File: config.mk
export PLATFORM = sky130hd
export DESIGN_NAME = spi_req_arbiter_flat
export DESIGN_NICKNAME = d
export VERILOG_FILES = /design/src/rtl/spi_req_arbiter_if.sv /design/src/rtl/spi_req_arbiter.sv /design/src/flat_wrapper.sv
export SDC_FILE = /design/constraint.sdc
export NUM_CORES = 1
export LEC_CHECK = 0
export BUFFER_PORTS_ARGS = -buffer_cell sky130_fd_sc_hd__buf_2
export CORE_ASPECT_RATIO = 0.9
export CORE_MARGIN = 1
export CORE_UTILIZATION = 40
export DETAILED_ROUTE_END_ITERATION = 8
export HOLD_SLACK_MARGIN = 0.06
export REMOVE_ABC_BUFFERS = 1
export SLEW_MARGIN = 20
export SYNTH_ARGS = -nofsm -noshare
export SYNTH_HDL_FRONTEND = slang
export SYNTH_SLANG_ARGS = --single-unit
File: constraint.sdc
create_clock -name Clk -period 4.03 [get_ports Clk]
set_input_delay 0.2015 -clock Clk [delete_from_list [all_inputs] [get_ports Clk]]
set_output_delay 0.2015 -clock Clk [all_outputs]
set_load 0.01 [all_outputs]
File: src/rtl/spi_req_arbiter_if.sv
// spi_req_arbiter_if
//   Register bus between spi_req_arbiter (master) and spi_top (slave).
//   Addr   : register address (0 ctrl/status, 1 TxData, 2 RxData, 3 SS)
//   Wr     : one-cycle write strobe
//   DataWr : write data, 8'hFF when not writing
//   DataRd : registered read data from spi_top
interface spi_req_arbiter_if;
  logic [1:0] Addr;
  logic       Wr;
  logic [7:0] DataWr;
  logic [7:0] DataRd;

  modport master (output Addr, Wr, DataWr, input DataRd);
  modport slave  (input Addr, Wr, DataWr, output DataRd);
endinterface

File: src/rtl/spi_req_arbiter.sv
// spi_req_arbiter
//   Shares one spi_top between two requesters. Per transaction: round-robin
//   grant, program slave select / TX byte / control, poll EndTx (with
//   timeout), read RX byte, deselect, pulse Done to the served requester.
// Ports:
//   Clk, Rst_n    clock, asynchronous active-low reset
//   Req[1:0]      request levels, held until Done
//   Slv0/Slv1     target slave index per requester
//   Tx0/Tx1       byte to send per requester
//   Gnt[1:0]      one-hot, requester currently served
//   Done[1:0]     one-cycle completion pulse to the served requester
//   Err           valid with Done, 1 = poll timeout
//   RxByte        received byte, updated at Done (unchanged on timeout)
//   bus           register bus to spi_top (master modport)
module spi_req_arbiter #(
  parameter logic [7:0]  CFG0    = 8'h04,
  parameter logic [7:0]  CFG1    = 8'h08,
  parameter int unsigned TIMEOUT = 1023
) (
  input  logic       Clk,
  input  logic       Rst_n,
  input  logic [1:0] Req,
  input  logic [2:0] Slv0,
  input  logic [2:0] Slv1,
  input  logic [7:0] Tx0,
  input  logic [7:0] Tx1,
  output logic [1:0] Gnt,
  output logic [1:0] Done,
  output logic       Err,
  output logic [7:0] RxByte,
  spi_req_arbiter_if.master bus
);

  typedef enum logic [3:0] {
    S_IDLE  = 4'd0,
    S_SEL   = 4'd1,
    S_LDTX  = 4'd2,
    S_CFG   = 4'd3,
    S_START = 4'd4,
    S_POLL  = 4'd5,
    S_RDRX  = 4'd6,
    S_DESEL = 4'd7,
    S_DONE  = 4'd8
  } state_t;

  state_t     state_q, state_d;
  logic       ptr_q, ptr_d;       // round-robin pointer
  logic       sel_q, sel_d;       // requester being served
  logic [2:0] slv_q, slv_d;
  logic [7:0] tx_q, tx_d;
  logic [9:0] cnt_q, cnt_d;       // poll timeout / RDRX cycle counter
  logic       tout_q, tout_d;
  logic [7:0] rxd_q, rxd_d;       // RX byte captured in RDRX

  logic [1:0] addr_q, addr_d;
  logic       wr_q, wr_d;
  logic [7:0] dwr_q, dwr_d;
  logic [1:0] gnt_q, gnt_d;
  logic [1:0] done_q, done_d;
  logic       err_q, err_d;
  logic [7:0] rxbyte_q, rxbyte_d;

  logic [7:0] cfg;

  always_comb begin
    state_d = state_q;
    ptr_d   = ptr_q;
    sel_d   = sel_q;
    slv_d   = slv_q;
    tx_d    = tx_q;
    cnt_d   = cnt_q;
    tout_d  = tout_q;
    rxd_d   = rxd_q;

    unique case (state_q)
      S_IDLE: begin
        if (|Req) begin
          // pointer wins; fall back to the other requester if it is idle
          sel_d   = Req[ptr_q] ? ptr_q : ~ptr_q;
          slv_d   = sel_d ? Slv1 : Slv0;
          tx_d    = sel_d ? Tx1 : Tx0;
          tout_d  = 1'b0;
          state_d = S_SEL;
        end
      end
      S_SEL:   state_d = S_LDTX;
      S_LDTX:  state_d = S_CFG;
      S_CFG:   state_d = S_START;
      S_START: begin
        cnt_d   = '0;
        state_d = S_POLL;
      end
      S_POLL: begin
        cnt_d = cnt_q + 10'd1;
        // first POLL cycle ignored: DataRd still reflects the previous Addr
        if (cnt_q != '0 && bus.DataRd[7]) begin
          cnt_d   = '0;
          state_d = S_RDRX;
        end else if (cnt_q == 10'(TIMEOUT - 1)) begin
          tout_d  = 1'b1;
          state_d = S_DESEL;
        end
      end
      S_RDRX: begin
        if (cnt_q == '0) begin
          cnt_d = 10'd1;
        end else begin
          rxd_d   = bus.DataRd;
          state_d = S_DESEL;
        end
      end
      S_DESEL: state_d = S_DONE;
      S_DONE: begin
        ptr_d   = ~sel_q;
        state_d = S_IDLE;
      end
      default: state_d = S_IDLE;
    endcase

    // outputs are registered from the next state so they align with it
    cfg      = sel_d ? CFG1 : CFG0;
    wr_d     = 1'b0;
    addr_d   = 2'd0;
    dwr_d    = 8'hFF;
    done_d   = '0;
    err_d    = 1'b0;
    rxbyte_d = rxbyte_q;
    gnt_d    = (state_d == S_IDLE) ? 2'b00 : (sel_d ? 2'b10 : 2'b01);

    unique case (state_d)
      S_SEL: begin
        wr_d   = 1'b1;
        addr_d = 2'd3;
        dwr_d  = ~(8'h01 << slv_d);
      end
      S_LDTX: begin
        wr_d   = 1'b1;
        addr_d = 2'd1;
        dwr_d  = tx_d;
      end
      S_CFG: begin
        wr_d   = 1'b1;
        dwr_d  = cfg & 8'hBF;
      end
      S_START: begin
        wr_d   = 1'b1;
        dwr_d  = cfg | 8'h40;
      end
      S_RDRX:  addr_d = 2'd2;
      S_DESEL: begin
        wr_d   = 1'b1;
        addr_d = 2'd3;
        dwr_d  = 8'hFF;
      end
      S_DONE: begin
        done_d = sel_d ? 2'b10 : 2'b01;
        err_d  = tout_d;
        if (!tout_d) rxbyte_d = rxd_d;
      end
      default: ;
    endcase
  end

  always_ff @(posedge Clk or negedge Rst_n) begin
    if (!Rst_n) begin
      state_q  <= S_IDLE;
      ptr_q    <= 1'b0;
      sel_q    <= 1'b0;
      slv_q    <= '0;
      tx_q     <= '0;
      cnt_q    <= '0;
      tout_q   <= 1'b0;
      rxd_q    <= '0;
      addr_q   <= '0;
      wr_q     <= 1'b0;
      dwr_q    <= '1;
      gnt_q    <= '0;
      done_q   <= '0;
      err_q    <= 1'b0;
      rxbyte_q <= '0;
    end else begin
      state_q  <= state_d;
      ptr_q    <= ptr_d;
      sel_q    <= sel_d;
      slv_q    <= slv_d;
      tx_q     <= tx_d;
      cnt_q    <= cnt_d;
      tout_q   <= tout_d;
      rxd_q    <= rxd_d;
      addr_q   <= addr_d;
      wr_q     <= wr_d;
      dwr_q    <= dwr_d;
      gnt_q    <= gnt_d;
      done_q   <= done_d;
      err_q    <= err_d;
      rxbyte_q <= rxbyte_d;
    end
  end

  assign bus.Addr   = addr_q;
  assign bus.Wr     = wr_q;
  assign bus.DataWr = dwr_q;
  assign Gnt        = gnt_q;
  assign Done       = done_q;
  assign Err        = err_q;
  assign RxByte     = rxbyte_q;

endmodule

File: src/flat_wrapper.sv
// flat-port wrapper written by rule: the top's interface ports become plain ports
module spi_req_arbiter_flat 
#(
  parameter logic [7:0]  CFG0    = 8'h04,
  parameter logic [7:0]  CFG1    = 8'h08,
  parameter int unsigned TIMEOUT = 1023
)
  (Clk, Rst_n, Req, Slv0, Slv1, Tx0, Tx1, Gnt, Done, Err, RxByte, bus_Addr, bus_Wr, bus_DataWr, bus_DataRd);
  spi_req_arbiter_if bus_i ();
  input  logic Clk;
  input  logic Rst_n;
  input  logic [1:0] Req;
  input  logic [2:0] Slv0;
  input  logic [2:0] Slv1;
  input  logic [7:0] Tx0;
  input  logic [7:0] Tx1;
  output logic [1:0] Gnt;
  output logic [1:0] Done;
  output logic Err;
  output logic [7:0] RxByte;
  output wire logic [$bits(bus_i.Addr)-1:0] bus_Addr;
  output wire logic [$bits(bus_i.Wr)-1:0] bus_Wr;
  output wire logic [$bits(bus_i.DataWr)-1:0] bus_DataWr;
  input wire logic [$bits(bus_i.DataRd)-1:0] bus_DataRd;
  assign bus_Addr = bus_i.Addr;
  assign bus_Wr = bus_i.Wr;
  assign bus_DataWr = bus_i.DataWr;
  assign bus_i.DataRd = bus_DataRd;
  spi_req_arbiter #(.CFG0(CFG0), .CFG1(CFG1), .TIMEOUT(TIMEOUT)) u_core (.Clk(Clk), .Rst_n(Rst_n), .Req(Req), .Slv0(Slv0), .Slv1(Slv1), .Tx0(Tx0), .Tx1(Tx1), .Gnt(Gnt), .Done(Done), .Err(Err), .RxByte(RxByte), .bus(bus_i));
endmodule
==> Word-level counts from Yosys, hierarchy flattened <==
Cells that the tools add are included.
Widths: inputs -> output; s select.
{ "classes": {"addsub": 1, "order_cmp": 1, "n_eq_ne": 17, "n_shift": 1, "n_mux": 33, "bitwise_logic": 4, "n_reduce_logical": 11} }
{ "ops": {"columns": ["cell", "n"], "rows": [
  ["$mux 8", 5],
  ["$pmux 4 s8", 1],
  ["$pmux 8 s4", 1],
  ["$pmux 10 s3", 1],
  ["$eq 4x3->1 const B", 7],
  ["$mux 10", 2],
  ["$mux 4", 5],
  ["$eq 4x2->1 const B", 4],
  ["$add 10x1->10 const B", 1],
  ["$eq 10x10->1 const B", 1],
  ["$logic_not 10->1", 1],
  ["$mux 1", 10],
  ["$reduce_bool 10->1", 1],
  ["$mux 3", 3],
  ["$eq 4x1->1 const B", 2],
  ["$eq 4x4->1 const B", 2],
  ["$logic_not 4->1", 2],
  ["$not 8->8", 1],
  ["$shl 1x3->8 const A", 1],
  ["$mux 2", 3],
  ["$pmux 2 s3", 1],
  ["$reduce_or 5->1", 1],
  ["$reduce_and 2->1", 2],
  ["$reduce_or 2->1", 2],
  ["other kinds (6)", 8]
]} }
{ "totals": {"ff_bits": 60, "inputBits": 34, "output_inout_bits": 24, "elab_cells": 83} }

==> Longest topological paths before layout <==
Gate-level depths: netlist (run 1).
{ "depth": {"word_depth": 9, "mapped_depth": 8, "depth_no_buf": 7} }

==> Worst setup path after synthesis (run 1) <==
Ideal clock, no wire load.
{ "synth_timing": {"kind": "reg-to-reg", "startpoint": "register u_core.cnt_q[0]", "endpoint": "register u_core.cnt_q[7]", "setup_ps": 121, "arrival_time_ps": 2028, "t_required_ps": 3909, "setup_slack_ps": 1881, "path_stages_with_launch": 8, "path_buffers": 0, "synth_period_minus_slack_ps": 2149, "path_cell_list": "dfrtp_1 inv_1 ha_1 or4b_4 or4b_4 nand2_4 o21ai_2 a22o_2"} }
{ "synth_via": {"elab_chain_cells": 4, "elab_cells_between_ends": 8, "classes_between": "1 x add/sub; 1 x eq/ne; 2 x mux; 4 x reduce/logical"} }
{ "synth_rtl": {"columns": ["item", "line", "rtl"], "rows": [
  ["start, declared", "spi_req_arbiter.sv:51", "logic [9:0] cnt_q, cnt_d;"],
  ["start signal, assigned", "spi_req_arbiter.sv:187", "cnt_q <= cnt_d;"],
  ["parallel branches: the longest is 4 deep, another holds $add 10x1->10", null, null]
]} }
Several ways; the timed one is not identified.
A chain may end at the register's enable or synchronous reset.

==> Worst setup path after layout (run 1) <==
{ "layout_timing": {"startpoint": "register u_core.cnt_q[0]", "endpoint": "register u_core.cnt_q[3]"} }
Same word-level chain as after synthesis.

==> run summary, run 1 <==
Post-Syn Instances -> 244
Area Growth Syn to Fin -> 19.5%
clock latency on the worst-skew pair -> 0.33 ns
row cnt -> 27
Nets -> 341
post-route ant nets -> 0
most frequent cells in the layout -> buf_2 (57), dfrtp_1 (49), nand2_1 (21)
critical path's top delay family -> simple AND/OR/NAND/NOR gates
I/O pins -> 58
skew final -> 0.00605 ns
final non-filler cell total -> 396
Final Worst Setup Slack -> 1.72 ns
Int Pwr -> 0.00145 W
Core ar. -> 0.00632 mm²
Tmin final -> 2.31 ns
DIE WIDTH -> 88.5 µm
layout cells sized above 1 -> 36.2%
DR vias -> 2009
DRC violations left -> 0
PortBufs -> 57
CTS clk-pin slew, worst paths -> 0.07 ns
post-layout util -> 51.0%
worst path cell trace -> inv_1 > ha_1 > or4b_4 > o31ai_4 > and2b_2 > a41oi_1 > a31oi_1
maximum VDD drop -> 0.000305 V
first-pass GRT wire length -> 9300 µm
Slew Viols, Final -> 0
Async SR Flop Fraction -> 100%
worst-margin pin slew -> 0.742 ns
Switching Fraction -> 37.4%
Initial Util -> 42.7%
Final setup viols -> 0
CP startpoint -> u_core.cnt_q[0]
GPL Wtd Cong -> 0.819
Crit path buffers/inverters -> 1
largest net degree at the start of global routing -> 58
DRT Pass-1 Iters -> 4
syn avg cell area -> 11.0 µm²
ys flop type -> dfrtp_1
Setup WS pre-CTS -> 1.73 ns
register bit total from synthesis -> 57
RSZ-0062 raised after global routing -> no
Clk network pwr share -> 19.1%
CTS tree -> yes
Total GRT Usage -> 17.4%
Psw -> 0.000864 W
PwrDens -> 718 mW/mm²
sequential fraction of the synthesis area -> 53.3%
CP max-delay cell -> or4b_4
TritonCTS Buffers -> 9
CTS Buffer Depth -> 2
Crit Path Max Fanout -> 16
Syn. warnings -> 0
commonest non-fill, non-tap cell in the layout -> buf_2
H-tree Lvls -> 3
vias per cell -> 5.07
fmax -> 434 MHz
slowest stage delay, CP -> 0.48 ns
Pleak -> 1.50 nW
Post-CTS Resized -> 0
power share of the combinational group -> 38.5%
wire per inst -> 13.9 µm
Detailed Route Iter0 Violations -> 121
die area -> 0.00707 mm²
root buf cell -> clkbuf_8
Crit. End Element -> register
Final HPWL DP -> 3850 µm
Hold Crit Class -> in -> reg
post-CTS setup buffers -> 0
total gr overflow -> 0
die span in y -> 79.9 µm
Placed Cells -> 379
CP Launch Type -> register
final setup TNS -> 0 ns
synth unique cells -> 52
Max transition margin -> 50.4%
period utilization -> 57.2%
Inserted Diodes -> 0
initial antenna violation count -> 0
Final Hold Viols -> 0
status -> finished clean
worst r2r src -> u_core.cnt_q[0]
Post-Layout Inst Area -> 0.00322 mm²
sequential share of power -> 42.4%
Post-DP Area -> 0.00305 mm²
startpoint of the lowest-slack hold path -> bus_DataRd[5]
total wire length -> 5510 µm
crit path DAT -> 2.55 ns
EDFF count, synth -> 0
Sinks on Clock Net -> 57
MaxCap Viol Count -> 0
Mapped Area -> 0.00270 mm²
CP Data Required Time -> 4.27 ns
R2R Setup Slk -> 1.72 ns
vias in the first global route -> 1946
Crit Path Category -> reg -> reg
==> metal layers <==
layer / vias up / part of all wire [%] / GRT usage, %
li1: 1010 / - / -
met1: 939 / 48 / 23.9
met2: 54 / 46 / 25.8
met3: 6 / 4.7 / 4.76
met4: 0 / 0.87 / 7.26
met5: - / 0 / 0
==> power groups by stage <==
stage | sequential (W) | clock, W | combinational [W]
3_5_place_dp | 0.000991 | 0 | 0.000892
4_1_cts | 0.000981 | 0.000458 | 0.000898
6_report | 0.000980 | 0.000442 | 0.000890
2_1_floorplan | 0.00101 | 0 | 0.000574
5_1_grt | 0.00102 | 0.000483 | 0.00101
3_3_place_gp | 0.000984 | 0 | 0.000884
==> state kept, by name (all words and copies together) (netlist names) <==
| signal | count |
|---|---|
| u_core.cnt_q | 10 |
| u_core.RxByte | 8 |
| u_core.bus.DataWr | 8 |
| u_core.rxd_q | 8 |
| u_core.tx_q | 8 |
| u_core.state_q | 4 |
| u_core.Done | 2 |
| u_core.Gnt | 2 |
| u_core.bus.Addr | 2 |
| u_core.Err | 1 |
| u_core.bus.Wr | 1 |
| u_core.ptr_q | 1 |
| u_core.sel_q | 1 |
| u_core.tout_q | 1 |
==> cells by family (layout without fill, tap and decap cells) <==
kind of cell / count (synthesis) / count (layout) / synth area share, %
simple gates: 77 / 77 / 15.1
xor+xnor: 3 / 3 / 0.975
mux: 28 / 28 / 11.1
flops: 57 / 57 / 53.3
buf+inv: 19 / 84 / 3.44
compound gates: 57 / 57 / 14.7
fa+ha+maj: 3 / 3 / 1.39
==> synth_stat cells, drive strengths merged (2+ instances only) <==
| cell | count | area share, % |
|---|---|---|
| or2 | 3 | 0.70 |
| dfstp | 8 | 7.8 |
| nand3b | 3 | 0.84 |
| a22o | 2 | 0.70 |
| a41oi | 2 | 0.65 |
| nand4 | 2 | 0.46 |
| clkbuf | 6 | 0.84 |
| and2b | 2 | 0.65 |
| a221o | 3 | 1.1 |
| a211o | 2 | 0.65 |
| inv | 7 | 0.98 |
| or4b | 2 | 1.0 |
| nor3b | 2 | 0.56 |
| nor2 | 18 | 2.5 |
| nand2 | 22 | 3.3 |
| a211oi | 2 | 0.56 |
| o21ai | 17 | 3.3 |
| nand3 | 8 | 1.5 |
| ha | 3 | 1.4 |
| mux2i | 12 | 4.5 |
| nor4 | 4 | 0.93 |
| a31oi | 8 | 1.9 |
| nand2b | 2 | 0.46 |
| xor2 | 2 | 0.65 |
| or3 | 2 | 0.46 |
| mux2 | 16 | 6.7 |
| nor3 | 3 | 0.56 |
| buf | 6 | 1.6 |
| o31ai | 2 | 1.3 |
| dfrtp | 49 | 45 |
| a21oi | 10 | 1.9 |
==> per-stage QoR <==
step                total power [W]  hold slack [ns]
finish                      0.00231           0.0997
detailed placement          0.00188            0.384
floorplan                   0.00158          -0.0941
global route                0.00251           0.0923
CTS                         0.00234           0.0795
global placement            0.00187            0.388
==> worst register-to-register path: cells and delay by family, from the launching register on <==
kind | cells | cell delay (ns)
adder cells (fa/ha/maj) | 1 | 0.15
AO/OA/AOI/OAI | 3 | 0.65
buffers and inverters | 1 | 0.13
AND/OR/NAND/NOR | 2 | 0.86
flip-flops | 1 | 0.42
==> repair_timing <==
action	CTS	global route
setup endpoints to repair	0	0
hold buffers	1	0
hold endpoints to repair	49	0
==> cell type report <==
| class | count | area [µm²] |
|---|---|---|
| fillers | 582 | 3100 |
| flip-flops and latches | 57 | 1440 |
| multi-input cells | 168 | 1170 |
| repair buffers | 61 | 318 |
| clock buffers | 10 | 128 |
| well taps | 87 | 109 |
| clock inverters | 6 | 36.3 |
| inverters | 7 | 26.3 |
==> path summary, 6_finish.rpt <==
check / to / depth (start not counted)
setup / recovery: u_core.cnt_q[3] / 7
hold / removal: u_core.rxd_q[5] / 2
setup reg to reg: u_core.cnt_q[3] / 7
hold reg to reg: u_core.tx_q[2] / 2
max in group asynchronous: u_core.cnt_q[3] / 3
min in group asynchronous: u_core.rxd_q[6] / 3
Power figures use the tool's default switching activity.
==> inputs of run 2 (changes only) <==
ABC_AREA = 1   (was unset)
clock period = 2.1 ns   (was 4.03 ns; I/O delays follow)
==> run 2 against run 1 <==
  * First-iteration DRC count is 8.3% lower
  * Setup slack got worse by 1.5 ns
  * Core utilization is 0.82 points higher
  * Routed wire length is 21% higher
  * Sequential share of layout area fell by 3.4 points
  * Count of clock-buffer cells in the layout rose by 2
  * Critical path depth is 2 higher
  * Highest routed layer unchanged
==> run summary, run 2 <==
status -> finished clean
Reg area -> 0.00151 mm² (+5.2%)
Hold Crit Class -> in -> reg
Final setup viols -> 0 (unchanged)
DRT Pass-1 Iters -> 5 (+1)
Async SR Flop Fraction -> 100% (unchanged)
Synth top cells by count -> nand2_1 (117), dfrtp_1 (52), nor2_1 (36), nand3_1 (33), inv_1 (26)
PortBufs -> 57 (unchanged)
Synth area leaders -> dfrtp_1 (44%), nand2_1 (15%), dfstp_2 (7.1%)
Crit. End Element -> register
I/O pins -> 58 (unchanged)
row cnt -> 29 (+7.4%)
Mapped Area -> 0.00294 mm² (+9.1%)
RSZ-0062 raised after global routing -> no
maximum VDD drop -> 0.000721 V (+140%)
Max transition margin -> 60.2% (+9.8 points)
top cell type's share of synthesized area -> 44.2% (-1.3 points)
layout cells sized above 1 -> 25.5% (-11 points)
CTS Buffer Depth -> 2 (unchanged)
GPL Wtd Cong -> 0.874 (+6.6%)
crit path DAT -> 2.11 ns (-0.44 ns)
most frequent cell after synthesis -> nand2_1
root buf cell -> clkbuf_8
H-tree Lvls -> 3 (unchanged)
Core ar. -> 0.00708 mm² (+12%)
Area Growth Syn to Fin -> 24.5%
DIE WIDTH -> 92.4 µm (+4.4%)
Initial Util -> 41.6% (-1.1 points)
CTS clk-pin slew, worst paths -> 0.07 ns (about the same)
commonest non-fill, non-tap cell in the layout -> nand2_1
total gr overflow -> 0 (unchanged)
initial antenna violation count -> 0 (unchanged)
post-layout util -> 51.8% (+0.82 points)
most frequent cells in the layout -> nand2_1 (116), buf_2 (57), dfrtp_1 (52)
Crit Path Category -> reg -> reg
ys flop type -> dfrtp_1
Post-Syn Instances -> 357 (+46%)
syn avg cell area -> 8.24 µm² (-25%)
skew final -> 0.00647 ns (+0.000419 ns)
fmax -> 540 MHz (+25%)
wire per inst -> 12.5 µm (-10%)
Final Hold Viols -> 0 (unchanged)
largest net degree at the start of global routing -> 37 (-36%)
post-route ant nets -> 0 (unchanged)
Slew Viols, Final -> 0 (unchanged)
CP Launch Type -> register
TritonCTS Buffers -> 9 (unchanged)
Syn. warnings -> 0 (unchanged)
Inserted Diodes -> 0 (unchanged)
largest area contributor in the netlist -> dfrtp_1
Total GRT Usage -> 18.6% (+1.2 points)
DR vias -> 2547 (+27%)
Placed Cells -> 508 (+34%)
CTS tree -> yes
Most flops, register -> u_core.cnt_q
vias in the first global route -> 2447 (+26%)
DRC violations left -> 0 (unchanged)
PwrDens -> 1440 mW/mm² (+100%)
first-pass GRT wire length -> 11300 µm (+21%)
fillcell total -> 704 (+21%)
die area -> 0.00770 mm² (+8.9%)
die span in y -> 83.4 µm (+4.4%)
Detailed Route Iter0 Violations -> 111 (-8.3%)
EDFF count, synth -> 0 (unchanged)
final non-filler cell total -> 532 (+34%)
Sinks on Clock Net -> 60 (+5.3%)
synth unique cells -> 34 (-35%)
register bit total from synthesis -> 60 (+5.3%)
Final HPWL DP -> 4860 µm (+26%)
period utilization -> 88.1% (+31 points)
worst-margin pin slew -> 0.597 ns (-0.144 ns)
Tmin final -> 1.85 ns (-0.455 ns)
Nets -> 471 (+38%)
post-CTS setup buffers -> 0 (unchanged)
clock latency on the worst-skew pair -> 0.33 ns (about the same)
vias per cell -> 4.79 (-5.6%)
area of the multi-input gates -> 0.00126 mm² (+8.0%)
sequential fraction of the synthesis area -> 51.4% (-1.9 points)
MaxCap Viol Count -> 0 (unchanged)
Pleak -> 1.85 nW (+23%)
number of flip-flops in the largest register -> 10 (unchanged)
Crit Path Max Fanout -> 23 (+7)
CP Data Required Time -> 2.36 ns (-1.91 ns)
total wire length -> 6660 µm (+21%)
final setup TNS -> 0 ns (unchanged)
-- run 2: cell types whose count changed after synthesis, sizes merged, moves of 12 or more --
cell	change
nand2	+100
mux2	-16
mux2i	-12
inv	+25
nor2	+22
nand3	+29
-- run 2: report_power, final --
group | internal [W] | switching, W | leakage, nW
registers | 0.00167 | 0.000229 | 0.747
clock network | 0.000700 | 0.000442 | 0.107
logic | 0.000774 | 0.00145 | 0.996
-- run 2: path summary, 6_finish.rpt --
check / endpoint / from / depth (start not counted) / slack [ns]
max in group asynchronous: u_core.bus.DataWr[6] / Rst_n / 3 / 1.11
max reg2reg: u_core.bus.DataWr[2] / u_core.state_q[1] / 9 / 0.25
max: u_core.bus.DataWr[2] / u_core.state_q[1] / 9 / 0.25
min reg2reg: u_core.rxd_q[1] / u_core.rxd_q[1] / 2 / 0.47
min in group asynchronous: u_core.RxByte[0] / Rst_n / 2 / 0.32
min: u_core.tx_q[5] / Tx0[5] / 3 / 0.1
-- run 2: metal layers --
layer	track usage, %	vias up	routed length, µm
met2	27.8	58	2970
met3	3.30	11	237
met1	26.8	1174	3360
li1	-	1304	-
met4	7.53	0	95
met5	0	-	0
-- run 2: layout make-up --
| cell class | instances | share of cell area [%] |
|---|---|---|
| flip-flops and latches | 60 | 41.3 |
| multi-input cells | 258 | 34.4 |
| repair buffers | 73 | 12.0 |
| clock buffers | 12 | 3.96 |
| inverters | 32 | 3.28 |
| well taps | 93 | 3.18 |
| clock inverters | 4 | 1.98 |
-- run 2: what timing repair did --
action	in CTS	in global routing
endpoints found under the hold margin	28	0
gates resized for setup	0	1
hold buffers	8	0
setup endpoints to repair	0	6
-- run 2: critical path, stage by stage (launching register included) --
cell and delay, ns:
dfrtp_1 0.49, nor2_4 0.18, nand3_4 0.18, inv_2 0.36, nand2_1 0.11, o21ai_2 0.12, inv_1 0.12, nor2_1 0.10
inv_1 0.05, nand4_1 0.08
-- run 2: logic make-up (layout without fill, tap and decap cells) --
logic type	Yosys count	in the layout	synth area share, %
buf+inv	39	121	5.87
simple gates	210	210	31.7
xor+xnor	6	6	1.79
flops	60	60	51.4
compound gates	39	39	7.95
fa+ha+maj	3	3	1.28
-- run 2: per-stage QoR --
step	setup WS, ns	area [µm²]	total power, W	hold slack, ns
after global placement	0.254	3360	0.00410	0.140
after CTS	0.165	3660	0.00531	0.0812
after floorplan	0.443	2890	0.00340	-0.191
after global routing	0.00573	3660	0.00568	0.106
final	0.249	3660	0.00526	0.0952
after detailed placement	0.176	3360	0.00413	0.147
==> inputs of run 3 (changes only) <==
ABC_AREA = unset   (was 1)
CAP_MARGIN = 20   (was unset)
==> run 3 against run 2 <==
  * The run now ends with negative setup slack left
  * Largest cell class unchanged
  * Die area is 8.2% lower
  * Core utilization is 5.8 points higher
  * Register-to-register slack worse by 0.29 ns
  * Clock power is 4% lower
  * Clock skew is 0.00061 ns higher
==> run summary, run 3 (synthesized netlist as in run 1, its figures left out) <==
CP startpoint -> u_core.cnt_q[0]
R2R Setup Slk -> -0.04 ns (-0.29 ns)
GPL Wtd Cong -> 0.817 (-6.5%)
Pleak -> 1.71 nW (-7.6%)
Total GRT Usage -> 18.6% (about the same)
I/O pins -> 58 (unchanged)
layout cells sized above 1 -> 40.4% (+15 points)
Final HPWL DP -> 4050 µm (-17%)
worst r2r src -> u_core.cnt_q[0]
die area -> 0.00707 mm² (-8.2%)
row cnt -> 27 (-6.9%)
Crit Path Category -> reg -> reg
vias in the first global route -> 2125 (-13%)
post-layout util -> 57.6% (+5.8 points)
Nets -> 381 (-19%)
first-pass GRT wire length -> 9870 µm (-12%)
Final setup viols -> 2 (+2)
worst-margin pin slew -> 0.495 ns (-0.102 ns)
Area Growth Syn to Fin -> 35.1%
CTS clk-pin slew, worst paths -> 0.07 ns (about the same)
total wire length -> 6000 µm (-9.8%)
post-route ant nets -> 0 (unchanged)
DRT Pass-1 Iters -> 4 (-1)
Placed Cells -> 399 (-21%)
H-tree Lvls -> 3 (unchanged)
Initial Util -> 42.7% (+1.1 points)
Sinks on Clock Net -> 57 (-5.0%)
TritonCTS Buffers -> 9 (unchanged)
Final Hold Viols -> 0 (unchanged)
initial antenna violation count -> 0 (unchanged)
wire per inst -> 13.8 µm (+10%)
Final Worst Setup Slack -> -0.0419 ns (-0.291 ns)
crit path DAT -> 2.36 ns (+0.25 ns)
Tmin final -> 2.14 ns (+0.291 ns)
vias per cell -> 5.02 (+4.9%)
Post-DP Area -> 0.00321 mm² (-4.6%)
CP Data Required Time -> 2.32 ns (-0.04 ns)
CTS Buffer Depth -> 2 (unchanged)
CP max-delay cell -> or4b_4
status -> complete, but fails checks
DR vias -> 2190 (-14%)
PwrDens -> 1380 mW/mm² (-3.7%)
Setup WS pre-CTS -> -0.00653 ns (-0.183 ns)
worst hold slack -> 0.0659 ns (-0.0292 ns)
Detailed Route Iter0 Violations -> 86 (-23%)
Crit Path Max Fanout -> 5 (-78%)
CTS tree -> yes
PortBufs -> 57 (unchanged)
failing checks -> negative setup slack
DRC violations left -> 0 (unchanged)
CP Launch Type -> register
period utilization -> 102% (+14 points)
Hold Crit Class -> in -> reg
commonest non-fill, non-tap cell in the layout -> buf_2
most frequent CP cell -> or4b_4
root buf cell -> clkbuf_8
MaxCap Viol Count -> 0 (unchanged)
Register-to-Register Path Depth -> 7 (-2)
die span in y -> 79.9 µm (-4.2%)
maximum VDD drop -> 0.000473 V (-34%)
Slew Viols, Final -> 0 (unchanged)
Inserted Diodes -> 0 (unchanged)
hold depth -> 3 (unchanged)
Worst Hold End -> u_core.tx_q[6]
slowest stage delay, CP -> 0.58 ns (+0.09 ns)
Core ar. -> 0.00632 mm² (-11%)
Max transition margin -> 66.1% (+5.9 points)
clock latency on the worst-skew pair -> 0.33 ns (about the same)
startpoint of the lowest-slack hold path -> Tx0[6]
Post-Layout Inst Area -> 0.00364 mm² (-0.65%)
final non-filler cell total -> 436 (-18%)
Worst R2R End -> u_core.cnt_q[7]
largest net degree at the start of global routing -> 58 (+57%)
Crit. End Element -> register
fillcell total -> 541 (-23%)
skew final -> 0.00709 ns (+0.000615 ns)
worst path cell trace -> inv_2 > ha_4 > or4b_4 > or4b_4 > nand2_4 > o21ai_2 > a22o_2
number of flip-flops in the largest register -> 10 (unchanged)
DIE WIDTH -> 88.5 µm (-4.2%)
RSZ-0062 raised after global routing -> yes
fmax -> 467 MHz (-14%)
total gr overflow -> 0 (unchanged)
most frequent cells in the layout -> buf_2 (57), dfrtp_1 (49), buf_4 (25)
Most flops, register -> u_core.cnt_q
run 3: changes by cell type in the layout (fill, tap and decap cells not counted), sizes merged, moves of 8 or more:
cell,delta
mux2,+16
dlygate4sd3,+9
mux2i,+12
nand3,-29
nor2,-22
a31oi,+8
nand2,-100
o21ai,-8
buf,+18
inv,-25
run 3: per-layer routing:
layer  part of all wire (%)  vias to the layer above  global-route usage (%)
met2                     46                       62                    27.2
met1                     48                     1031                    25.8
li1                       -                     1087                       -
met4                    1.9                        0                    9.68
met3                    4.2                       10                    3.93
met5                      0                        -                       0
run 3: repair_timing:
item / in CTS / in global routing
hold buffers: 17 / 0
endpoints found under the setup margin: 2 / 15
endpoints found under the hold margin: 70 / 0
gates cloned: 0 / 1
pin swaps: 0 / 5
resized for setup: 1 / 7
buffers inserted: 0 / 3
run 3: metrics by stage:
stage          total power [W]   TNS, ns
2_1_floorplan          0.00304     -1.11
3_3_place_gp           0.00380         0
3_5_place_dp           0.00384  -0.00653
4_1_cts                0.00500   -0.0125
5_1_grt                0.00542    -0.315
6_report               0.00503   -0.0438
run 3: power breakdown:
group	total, W	internal, W	switching (W)
registers	0.00178	0.00159	0.000192
logic	0.00215	0.00103	0.00112
clock network	0.00110	0.000661	0.000436
run 3: worst max path at each step:
stage / end / slack (ns) / cells after the start
2_1_floorplan: u_core.bus.DataWr[5] / -0.18 / 4
3_3_place_gp: u_core.cnt_q[7] / 0.03 / 7
3_5_place_dp: u_core.cnt_q[7] / -0.007 / 7
4_1_cts: u_core.cnt_q[7] / -0.01 / 7
5_1_grt: u_core.cnt_q[7] / -0.08 / 7
6_report: u_core.cnt_q[7] / -0.04 / 7
run 3: area by class of cell:
type                       count  area, µm²  share of cell area, %
timing repair buffer         100        663                   18.2
tap                           87        109                   2.99
multi-input combinational    169       1190                   32.8
clock buffer                  10        128                   3.51
sequential                    57       1440                   39.5
inverter                       7       26.3                  0.722
clock inverter                 6       82.6                   2.27
run 3: critical path, delay by kind of cell (launching register included):
family	cells	cell delay [ns]
flip-flops	1	0.39
AND/OR/NAND/NOR	3	1.17
buffers and inverters	1	0.09
AO/OA/AOI/OAI	2	0.26
adder cells (fa/ha/maj)	1	0.12
